--- config.mk ---
export PLATFORM = sky130hd
export DESIGN_NAME = qtable_best_hop_scan_flat
export DESIGN_NICKNAME = d
export VERILOG_FILES = /design/src/rtl/qtable_best_hop_scan_pkg.sv /design/src/rtl/qtable_best_hop_scan_if.sv /design/src/rtl/qtable_hop_compare.sv /design/src/rtl/qtable_best_hop_scan.sv /design/src/flat_wrapper.sv
export SDC_FILE = /design/constraint.sdc
export NUM_CORES = 1
export LEC_CHECK = 0
export ABC_AREA = 1
export CORE_UTILIZATION = 54
export DETAILED_ROUTE_END_ITERATION = 7
export PLACE_DENSITY = 0.86
export SKIP_CTS_REPAIR_TIMING = 1
export SLEW_MARGIN = 20
export SYNTH_ARGS = -nofsm -noshare
export SYNTH_HDL_FRONTEND = slang
export SYNTH_SLANG_ARGS = --single-unit
--- constraint.sdc ---
create_clock -name clk -period 4.5 [get_ports clk]
set_input_delay 0.45 -clock clk [delete_from_list [all_inputs] [get_ports clk]]
set_output_delay 0.45 -clock clk [all_outputs]
set_load 0.05 [all_outputs]
--- src/rtl/qtable_best_hop_scan_pkg.sv ---
// Shared constants, FSM encoding and packet codes for the best-hop scanner.
// Optional energy gate: define QTSCAN_MIN_ENERGY_EN.
package qtable_best_hop_scan_pkg;

   localparam int WORD_WIDTH = 16;
   localparam int MEM_DEPTH  = 2048;

   typedef enum logic [1:0] {
      IDLE   = 2'd0,
      PRIME  = 2'd1,
      SCAN   = 2'd2,
      FINISH = 2'd3
   } state_t;

   typedef enum logic [2:0] {
      PKT_DATA = 3'b101
   } pkt_t;

   function automatic logic [WORD_WIDTH-1:0] clamp_count(
      input logic [WORD_WIDTH-1:0] cnt
   );
      logic [WORD_WIDTH-1:0] depth;
      depth = WORD_WIDTH'(MEM_DEPTH);
      return (cnt > depth) ? depth : cnt;
   endfunction

endpackage

--- src/rtl/qtable_best_hop_scan_if.sv ---
// Request, bank read port and result bundle of the best-hop scanner.
// Carries minEnergy when QTSCAN_MIN_ENERGY_EN is defined.
interface qtable_best_hop_scan_if
   import qtable_best_hop_scan_pkg::*;
();

   logic                  en;
   logic [WORD_WIDTH-1:0] neighborCount;
   logic [WORD_WIDTH-1:0] rd_index;
   logic [WORD_WIDTH-1:0] mSourceID;
   logic [WORD_WIDTH-1:0] mClusterID;
   logic [WORD_WIDTH-1:0] mEnergyLeft;
   logic [WORD_WIDTH-1:0] mQValue;
   logic [WORD_WIDTH-1:0] bestID;
   logic [WORD_WIDTH-1:0] bestClusterID;
   logic [WORD_WIDTH-1:0] bestEnergy;
   logic [WORD_WIDTH-1:0] bestQValue;
   logic [WORD_WIDTH-1:0] bestIndex;
   logic                  valid;
   logic                  busy;
   logic                  done;
`ifdef QTSCAN_MIN_ENERGY_EN
   logic [WORD_WIDTH-1:0] minEnergy;
`endif

   modport master (
`ifdef QTSCAN_MIN_ENERGY_EN
      output minEnergy,
`endif
      output en, neighborCount,
      output mSourceID, mClusterID, mEnergyLeft, mQValue,
      input  rd_index,
      input  bestID, bestClusterID, bestEnergy, bestQValue, bestIndex,
      input  valid, busy, done
   );

   modport slave (
`ifdef QTSCAN_MIN_ENERGY_EN
      input  minEnergy,
`endif
      input  en, neighborCount,
      input  mSourceID, mClusterID, mEnergyLeft, mQValue,
      output rd_index,
      output bestID, bestClusterID, bestEnergy, bestQValue, bestIndex,
      output valid, busy, done
   );

endinterface

--- src/rtl/qtable_hop_compare.sv ---
// "Candidate beats best" predicate on (Q, energy), with optional energy gate.
// Gate present when QTSCAN_MIN_ENERGY_EN is defined.
module qtable_hop_compare
   import qtable_best_hop_scan_pkg::*;
(
   input  logic [WORD_WIDTH-1:0] cand_q,
   input  logic [WORD_WIDTH-1:0] cand_e,
   input  logic [WORD_WIDTH-1:0] best_q,
   input  logic [WORD_WIDTH-1:0] best_e,
   input  logic                  have_best,
`ifdef QTSCAN_MIN_ENERGY_EN
   input  logic [WORD_WIDTH-1:0] min_energy,
`endif
   output logic                  beats
);

   logic eligible;
   logic better;

`ifdef QTSCAN_MIN_ENERGY_EN
   assign eligible = (cand_e >= min_energy);
`else
   assign eligible = 1'b1;
`endif

   // Strict compares keep the earlier index on a full tie.
   assign better = (cand_q > best_q) ||
                   ((cand_q == best_q) && (cand_e > best_e));

   assign beats = eligible && (!have_best || better);

endmodule

--- src/rtl/qtable_best_hop_scan.sv ---
// Sweeps the neighbour banks and keeps the highest-Q entry as next hop.
// Optional energy gate: define QTSCAN_MIN_ENERGY_EN.
module qtable_best_hop_scan
   import qtable_best_hop_scan_pkg::*;
(
   input  logic clk,
   input  logic nrst,
   qtable_best_hop_scan_if.slave bus
);

   localparam logic [WORD_WIDTH-1:0] ONE = WORD_WIDTH'(1);

   state_t                state;
   logic [WORD_WIDTH-1:0] n;
   logic [WORD_WIDTH-1:0] last;
   logic [WORD_WIDTH-1:0] cmp_idx;
   logic                  beats;

   assign last = n - ONE;

   qtable_hop_compare u_cmp (
      .cand_q     (bus.mQValue),
      .cand_e     (bus.mEnergyLeft),
      .best_q     (bus.bestQValue),
      .best_e     (bus.bestEnergy),
      .have_best  (bus.valid),
`ifdef QTSCAN_MIN_ENERGY_EN
      .min_energy (bus.minEnergy),
`endif
      .beats      (beats)
   );

   always_ff @(posedge clk) begin
      if (!nrst) begin
         state             <= IDLE;
         n                 <= '0;
         cmp_idx           <= '0;
         bus.rd_index      <= '0;
         bus.bestID        <= '0;
         bus.bestClusterID <= '0;
         bus.bestEnergy    <= '0;
         bus.bestQValue    <= '0;
         bus.bestIndex     <= '0;
         bus.valid         <= 1'b0;
         bus.busy          <= 1'b0;
         bus.done          <= 1'b0;
      end else begin
         unique case (state)
            IDLE: begin
               bus.done <= 1'b0;
               if (bus.en) begin
                  n                 <= clamp_count(bus.neighborCount);
                  cmp_idx           <= '0;
                  bus.rd_index      <= '0;
                  bus.bestID        <= '0;
                  bus.bestClusterID <= '0;
                  bus.bestEnergy    <= '0;
                  bus.bestQValue    <= '0;
                  bus.bestIndex     <= '0;
                  bus.valid         <= 1'b0;
                  bus.busy          <= 1'b1;
                  state <= (bus.neighborCount == '0) ? FINISH : PRIME;
               end
            end
            PRIME: begin
               if (bus.rd_index < last) bus.rd_index <= bus.rd_index + ONE;
               cmp_idx <= bus.rd_index;
               state   <= SCAN;
            end
            SCAN: begin
               // m* now carries entry cmp_idx (one-cycle bank latency).
               if (bus.rd_index < last) bus.rd_index <= bus.rd_index + ONE;
               cmp_idx <= bus.rd_index;
               if (beats) begin
                  bus.bestID        <= bus.mSourceID;
                  bus.bestClusterID <= bus.mClusterID;
                  bus.bestEnergy    <= bus.mEnergyLeft;
                  bus.bestQValue    <= bus.mQValue;
                  bus.bestIndex     <= cmp_idx;
                  bus.valid         <= 1'b1;
               end
               if (cmp_idx == last) state <= FINISH;
            end
            FINISH: begin
               bus.done <= 1'b1;
               bus.busy <= 1'b0;
               state    <= IDLE;
            end
         endcase
      end
   end

endmodule

--- src/flat_wrapper.sv ---
// flat-port wrapper written by rule: the top's interface ports become plain ports
module qtable_best_hop_scan_flat import qtable_best_hop_scan_pkg::*;
  (clk, nrst, bus_en, bus_neighborCount, bus_mSourceID, bus_mClusterID, bus_mEnergyLeft, bus_mQValue, bus_rd_index, bus_bestID, bus_bestClusterID, bus_bestEnergy, bus_bestQValue, bus_bestIndex, bus_valid, bus_busy, bus_done);
  qtable_best_hop_scan_if bus_i ();
  input  logic clk;
  input  logic nrst;
  input wire logic [$bits(bus_i.en)-1:0] bus_en;
  input wire logic [$bits(bus_i.neighborCount)-1:0] bus_neighborCount;
  input wire logic [$bits(bus_i.mSourceID)-1:0] bus_mSourceID;
  input wire logic [$bits(bus_i.mClusterID)-1:0] bus_mClusterID;
  input wire logic [$bits(bus_i.mEnergyLeft)-1:0] bus_mEnergyLeft;
  input wire logic [$bits(bus_i.mQValue)-1:0] bus_mQValue;
  output wire logic [$bits(bus_i.rd_index)-1:0] bus_rd_index;
  output wire logic [$bits(bus_i.bestID)-1:0] bus_bestID;
  output wire logic [$bits(bus_i.bestClusterID)-1:0] bus_bestClusterID;
  output wire logic [$bits(bus_i.bestEnergy)-1:0] bus_bestEnergy;
  output wire logic [$bits(bus_i.bestQValue)-1:0] bus_bestQValue;
  output wire logic [$bits(bus_i.bestIndex)-1:0] bus_bestIndex;
  output wire logic [$bits(bus_i.valid)-1:0] bus_valid;
  output wire logic [$bits(bus_i.busy)-1:0] bus_busy;
  output wire logic [$bits(bus_i.done)-1:0] bus_done;
  assign bus_i.en = bus_en;
  assign bus_i.neighborCount = bus_neighborCount;
  assign bus_i.mSourceID = bus_mSourceID;
  assign bus_i.mClusterID = bus_mClusterID;
  assign bus_i.mEnergyLeft = bus_mEnergyLeft;
  assign bus_i.mQValue = bus_mQValue;
  assign bus_rd_index = bus_i.rd_index;
  assign bus_bestID = bus_i.bestID;
  assign bus_bestClusterID = bus_i.bestClusterID;
  assign bus_bestEnergy = bus_i.bestEnergy;
  assign bus_bestQValue = bus_i.bestQValue;
  assign bus_bestIndex = bus_i.bestIndex;
  assign bus_valid = bus_i.valid;
  assign bus_busy = bus_i.busy;
  assign bus_done = bus_i.done;
  qtable_best_hop_scan u_core (.clk(clk), .nrst(nrst), .bus(bus_i));
endmodule
Yosys cells after proc, flatten, opt, wreduce, memory -nomap -nowiden
Cells that the tools add are included.
{"block": "classes", "muxes": 25, "order_cmp": 4, "n_eq_ne": 9, "addsub": 2, "reduce_logical": 16}
{"cell": "case mux 16 bit (2 select lines)", "n": 7}
{"cell": "2-to-1 mux 16 bit", "n": 8}
{"cell": "== test 16 bit", "n": 2}
{"cell": "> comparator 16 bit", "n": 2}
{"cell": "adder 16 x 1 -> 16 bit (second input constant)", "n": 1}
{"cell": "> comparator 16 x 12 -> 1 bit (second input constant)", "n": 1}
{"cell": "logical NOT 16 bit", "n": 1}
{"cell": "< comparator 16 bit", "n": 1}
{"cell": "subtractor 16 x 1 -> 16 bit (second input constant)", "n": 1}
{"cell": "case mux 2 bit (4 select lines)", "n": 1}
{"cell": "AND reduction 2 bit", "n": 4}
{"cell": "2-to-1 mux 2 bit", "n": 3}
{"cell": "inequality test 2 x 1 -> 1 bit (second input constant)", "n": 3}
{"cell": "case mux 1 bit (2 select lines)", "n": 3}
{"cell": "AND reduction 3 bit", "n": 2}
{"cell": "nonzero test 2 bit", "n": 3}
{"cell": "== test 2 bit (second input constant)", "n": 2}
{"cell": "2-to-1 mux 1 bit", "n": 3}
{"cell": "== test 2 x 1 -> 1 bit (second input constant)", "n": 1}
{"cell": "logical NOT 2 bit", "n": 1}
{"cell": "logical OR 1 bit", "n": 2}
{"cell": "inequality test 2 bit (second input constant)", "n": 1}
{"cell": "OR reduction 2 bit", "n": 1}
{"cell": "logical AND 1 bit", "n": 1}
{"cell": "logical NOT 1 bit", "n": 1}
{"block": "word_totals", "wordCells": 68, "regBits": 133, "out_inout_bits": 99, "inputBits": 83}

Longest topological paths before layout
{"block": "depth", "ltp_word": 6, "depth_mapped": 17, "ltp_nobuf": 17}

By module
A second synthesis with hierarchy kept.
{"block": "unflattened", "cells_unflattened": 1031, "area_unflattened_um2": 7244.4}
{"module": "qtable_best_hop_scan", "seq_area_each_um2": 2662.6, "cells_per_inst": 880, "n_inst": 1, "area_per_inst_um2": 6343.6}
{"module": "qtable_hop_compare", "seq_area_each_um2": 0.0, "cells_per_inst": 151, "n_inst": 1, "area_per_inst_um2": 900.9}

Worst setup path after synthesis
No wires, ideal clock.
{"block": "synth_timing", "path_type": "reg-to-reg", "from": "reg u_core.n[0]", "to": "reg u_core.bus.rd_index[13]", "setup_time_ns": 0.132, "path_buffers": 1, "t_arrival_ns": 2.297, "path_stages_with_launch": 16, "path_slack_ns": 2.070, "period_less_slack_ns": 2.430, "required_ns": 4.368, "path_cell_list": "dfxtp_1 inv_2 ha_1 nand2_2 nor2_4 nand2_1 nand2_1 nand2_1 ha_1 nand4_1 o221ai_1 o21ai_2 nand2_2 buf_2 nand2_1 a21oi_1"}
{"block": "synth_via", "elab_chain_cells": 4}
{"element": "start: declaration", "line_no": "qtable_best_hop_scan.sv:14", "text": "logic [WORD_WIDTH-1:0] n;"}
{"element": "start signal: assignment", "line_no": "qtable_best_hop_scan.sv:52", "text": "n <= clamp_count(bus.neighborCount);"}
{"element": "subtractor 16 x 1 -> 16 bit", "line_no": "qtable_best_hop_scan.sv:19", "text": "assign last = n - ONE;"}
{"element": "< comparator 16 bit", "line_no": "qtable_best_hop_scan.sv:66, qtable_best_hop_scan.sv:72"}
{"element": "inequality test 2 x 1 -> 1 bit (no source line)"}
{"element": "AND reduction 3 bit (no source line)"}
{"element": "end signal: assignment", "line_no": "qtable_best_hop_scan.sv:66", "text": "if (bus.rd_index < last) bus.rd_index <= bus.rd_index + ONE;"}
{"element": "end signal: assignment", "line_no": "qtable_best_hop_scan.sv:72", "text": "if (bus.rd_index < last) bus.rd_index <= bus.rd_index + ONE;"}
{"element": "end: declaration", "line_no": "qtable_best_hop_scan_if.sv:43", "text": "output rd_index,"}
Every way passes these cells.
A chain may end at the register's enable or synchronous reset.

Worst setup path in the final report
{"block": "layout_timing", "from": "reg u_core.state[1]", "to": "reg u_core.cmp_idx[4]"}
{"block": "layout_via", "elab_chain_cells": 4, "word_cells_on_any_way": 8, "classes_between": "3 x eq/ne; 1 x mux; 4 x reduce/logical"}
{"element": "start: declaration", "line_no": "qtable_best_hop_scan.sv:13", "text": "state_t state;"}
{"element": "start signal: assignment", "line_no": "qtable_best_hop_scan.sv:62", "text": "state <= (bus.neighborCount == '0) ? FINISH : PRIME;"}
{"element": "== test 2 x 1 -> 1 bit / == test 2 bit (equally long branches)", "line_no": "qtable_best_hop_scan.sv:48", "text": "unique case (state)"}
{"element": "OR reduction 2 bit (no source line)"}
{"element": "nonzero test 2 bit (no source line)"}
{"element": "AND reduction 2 bit (no source line)"}
{"element": "end signal: assignment", "line_no": "qtable_best_hop_scan.sv:67", "text": "cmp_idx <= bus.rd_index;"}
{"element": "end signal: assignment", "line_no": "qtable_best_hop_scan.sv:73", "text": "cmp_idx <= bus.rd_index;"}
{"element": "end: declaration", "line_no": "qtable_best_hop_scan.sv:16", "text": "logic [WORD_WIDTH-1:0] cmp_idx;"}
Several ways; a longest one is shown, not always the timed one.

==> results.sh <==
export IMPL_syn_inst=1022
export IMPL_seq_area_um2=2663
export IMPL_min_from="u_core.bus.bestIndex[13]$_SDFFE_PN0P_"
export IMPL_critical_path_class="flop to flop"
export IMPL_synth_top_cell_by_area="dfxtp_1"
export IMPL_synth_area_leaders="dfxtp_1 36%, nand2_1 11%, a21oi_1 9.9%, ha_1 8.8%, nand4_1 7.9%"
export IMPL_ys_types=37
export IMPL_gp_congestion=0.8942
export IMPL_layout_drive_gt1_share_pct=5.499
export IMPL_synth_most_common_cell="nand2_1"
export IMPL_synth_seq_area_share_pct=36.07
export IMPL_cts_buffers=17
export IMPL_ys_async_sr_fraction_pct=0
export IMPL_period_share_pct=67.73
export IMPL_drt_iter0_drc=718
export IMPL_holdPathEnd="u_core.bus.bestIndex[13]$_SDFFE_PN0P_"
export IMPL_grt_antenna_before_repair=0
export IMPL_multi_input_area_um2=3994
export IMPL_cp_max_fo=16
export IMPL_cts_sinks=133
export IMPL_placementRows=42
export IMPL_finalSetupViolations=0
export IMPL_vias_per_cell=5.686
export IMPL_syn_avg_cell_area_um2=7.222
export IMPL_ir_worst_vdd_uv=328.7
export IMPL_p_total_mw=5.156
export IMPL_slew_headroom_pct=37.37
export IMPL_place_area_um2=9155
export IMPL_num_antenna_cells=0
export IMPL_reg2reg_from="u_core.state[1]$_SDFFE_PN0P_"
export IMPL_syn_area_um2=7381
export IMPL_skew_ns=0.009912
export IMPL_wire_per_inst_um=15.76
export IMPL_synth_edff_count=0
export IMPL_final_net_count=1304
export IMPL_ys_warn_count=0
export IMPL_dieHeight_um=118.9
export IMPL_status="completed"
export IMPL_ioPinCount=182
export IMPL_yosys_top_cells_count="207 x nand2_1, 146 x a21oi_1, 133 x dfxtp_1"
export IMPL_die_width_um=118.9
export IMPL_fin_setup_tns_ns=0
export IMPL_grt_pass1_vias=7184
export IMPL_drc=0
export IMPL_max_cap_violations=0
export IMPL_placement_io_buffers=181
export IMPL_insertion_delay_ns=0.42
export IMPL_root_buffer="clkbuf_16"
export IMPL_core_area_um2=13300
export IMPL_clkTransAtPathRegs_ns=0.06
export IMPL_cp_arrival_ns=3.32
export IMPL_grt_pass1_wl_um=34850
export IMPL_r2r_slack_ns=1.45
export IMPL_crit_start="u_core.state[1]$_SDFFE_PN0P_"
export IMPL_holdPathStages=2
export IMPL_grtUsageTotal_pct=30.51
export IMPL_r2r_end="u_core.cmp_idx[4]$_SDFFE_PN0P_"
export IMPL_pre_cts_slack_ns=1.228
export IMPL_final_hold_violation_count=0
export IMPL_fin_crit_ns=3.048
export IMPL_drt_pass1_iter_count=5
export IMPL_ys_ff_latch=133
export IMPL_cts_tree="done"
export IMPL_setup_ws_ns=1.452
export IMPL_postRouteAntennaNets=0
export IMPL_power_leakage_nw=3.551
export IMPL_fillCellCount=1061
export IMPL_required_ns=4.78
export IMPL_worstMarginPinSlew_ns=0.9395
export IMPL_ctsLongestPathBuffers=2
export IMPL_fmax_ghz=0.3281
export IMPL_syn_nets=1157
export IMPL_rsz0062_at_grt="false"
export IMPL_synth_ff_type="dfxtp_1"
export IMPL_htreeDepth=4
export IMPL_start_util_pct=55.51
export IMPL_gr_total_overflow=0
export IMPL_via_count=7721
export IMPL_power_density_nw_per_um2=529.3
export IMPL_r2r_cells=9
export IMPL_synth_top_area_share_pct=36.07
export IMPL_syn_to_final_growth_pct=31.97
export IMPL_die_area_um2=14140
export IMPL_slew_violations=0
export IMPL_stdcell_area_um2=9741
export IMPL_end_kind="flop"
export IMPL_routed_wl_um=21400
export IMPL_start_kind="flop"
export IMPL_hp_class="flop to flop"
export IMPL_grt_max_degree=82
export IMPL_dp_final_hpwl_um=14460
[worst max-delay path, cell delays in order, from the launching register on]
cell and delay [ns]:
dfxtp_1 0.38, inv_1 0.06, ha_1 0.72, inv_1 0.47
o21ai_2 0.55, buf_4 0.29, buf_4 0.21, o22ai_1 0.10
inv_1 0.08, nor2_1 0.04
[state kept, by name, indices dropped and copies added (netlist names)]
register,flops
u_core.bus.done,1
u_core.bus.valid,1
u_core.bus.bestEnergy,16
u_core.bus.bestID,16
u_core.n,16
u_core.bus.busy,1
u_core.bus.rd_index,16
u_core.cmp_idx,16
u_core.bus.bestClusterID,16
u_core.state,2
u_core.bus.bestQValue,16
u_core.bus.bestIndex,16
[routing by layer]
metal | GRT usage (%) | vias up | part of all wire, %
met5 | 0 | - | 0
met4 | 11.63 | 0 | 2.5
met3 | 5.077 | 50 | 6.1
met2 | 52.23 | 310 | 48
met1 | 38.28 | 3593 | 44
li1 | - | 3768 | -
[cell usage in the layout (no fill, tap or decap), types with 11 or more instances in the layout]
| cell | count |
|---|---|
| nand2_1 | 206 |
| clkdlybuf4s50_1 | 181 |
| a21oi_1 | 146 |
| dfxtp_1 | 133 |
| inv_1 | 105 |
| nand4_1 | 93 |
| nor2_1 | 64 |
| nand3_1 | 59 |
| ha_1 | 51 |
| clkbuf_16 | 17 |
| xor2_1 | 15 |
| nor3_1 | 11 |
| a211oi_1 | 11 |
[area by class of cell]
cell class                 count  area share, %
clock buffer                  26          5.331
clock inverter                 6         0.6808
sequential                   133          27.33
tap                          176          2.261
multi-input combinational    720          41.00
inverter                     108          4.175
timing repair buffer         189          19.22
[where the power goes]
group	internal, mW	switching [mW]
combinational	0.705	1.66
clock	0.848	0.511
sequential	1.31	0.116
[worst max-delay path by stage]
stage | endpoint | slack, ns | depth (start not counted)
3_3_place_gp | u_core.bus.bestID[14]$_SDFFE_PN0P_ | 1.32 | 11
5_1_grt | u_core.bus.rd_index[0]$_SDFFE_PN0P_ | 1.22 | 8
4_1_cts | u_core.bus.rd_index[0]$_SDFFE_PN0P_ | 1.45 | 8
2_1_floorplan | u_core.bus.rd_index[13]$_SDFFE_PN0P_ | 2.07 | 15
3_5_place_dp | u_core.bus.bestIndex[6]$_SDFFE_PN0P_ | 1.23 | 11
6_report | u_core.cmp_idx[4]$_SDFFE_PN0P_ | 1.45 | 9
[stage by stage]
| step | hold WS, ns | cells | utilization, % |
|---|---|---|---|
| finish | 0.4572 | 1358 | 73.26 |
| global route | 0.4707 | 1358 | 73.26 |
| CTS | 0.4601 | 1358 | 73.26 |
| detailed placement | 0.4513 | 1326 | 68.86 |
| global placement | 0.4472 | 1326 | 68.86 |
| floorplan | 0.4390 | 1022 | - |
[kinds of logic after synthesis]
group           synth area share, %
compound gates                13.70
xor+xnor                      2.085
fa+ha+maj                     8.815
buf+inv                       10.00
flops                         36.07
simple gates                  29.33
Note: power is estimated with default switching activity, not from simulation.
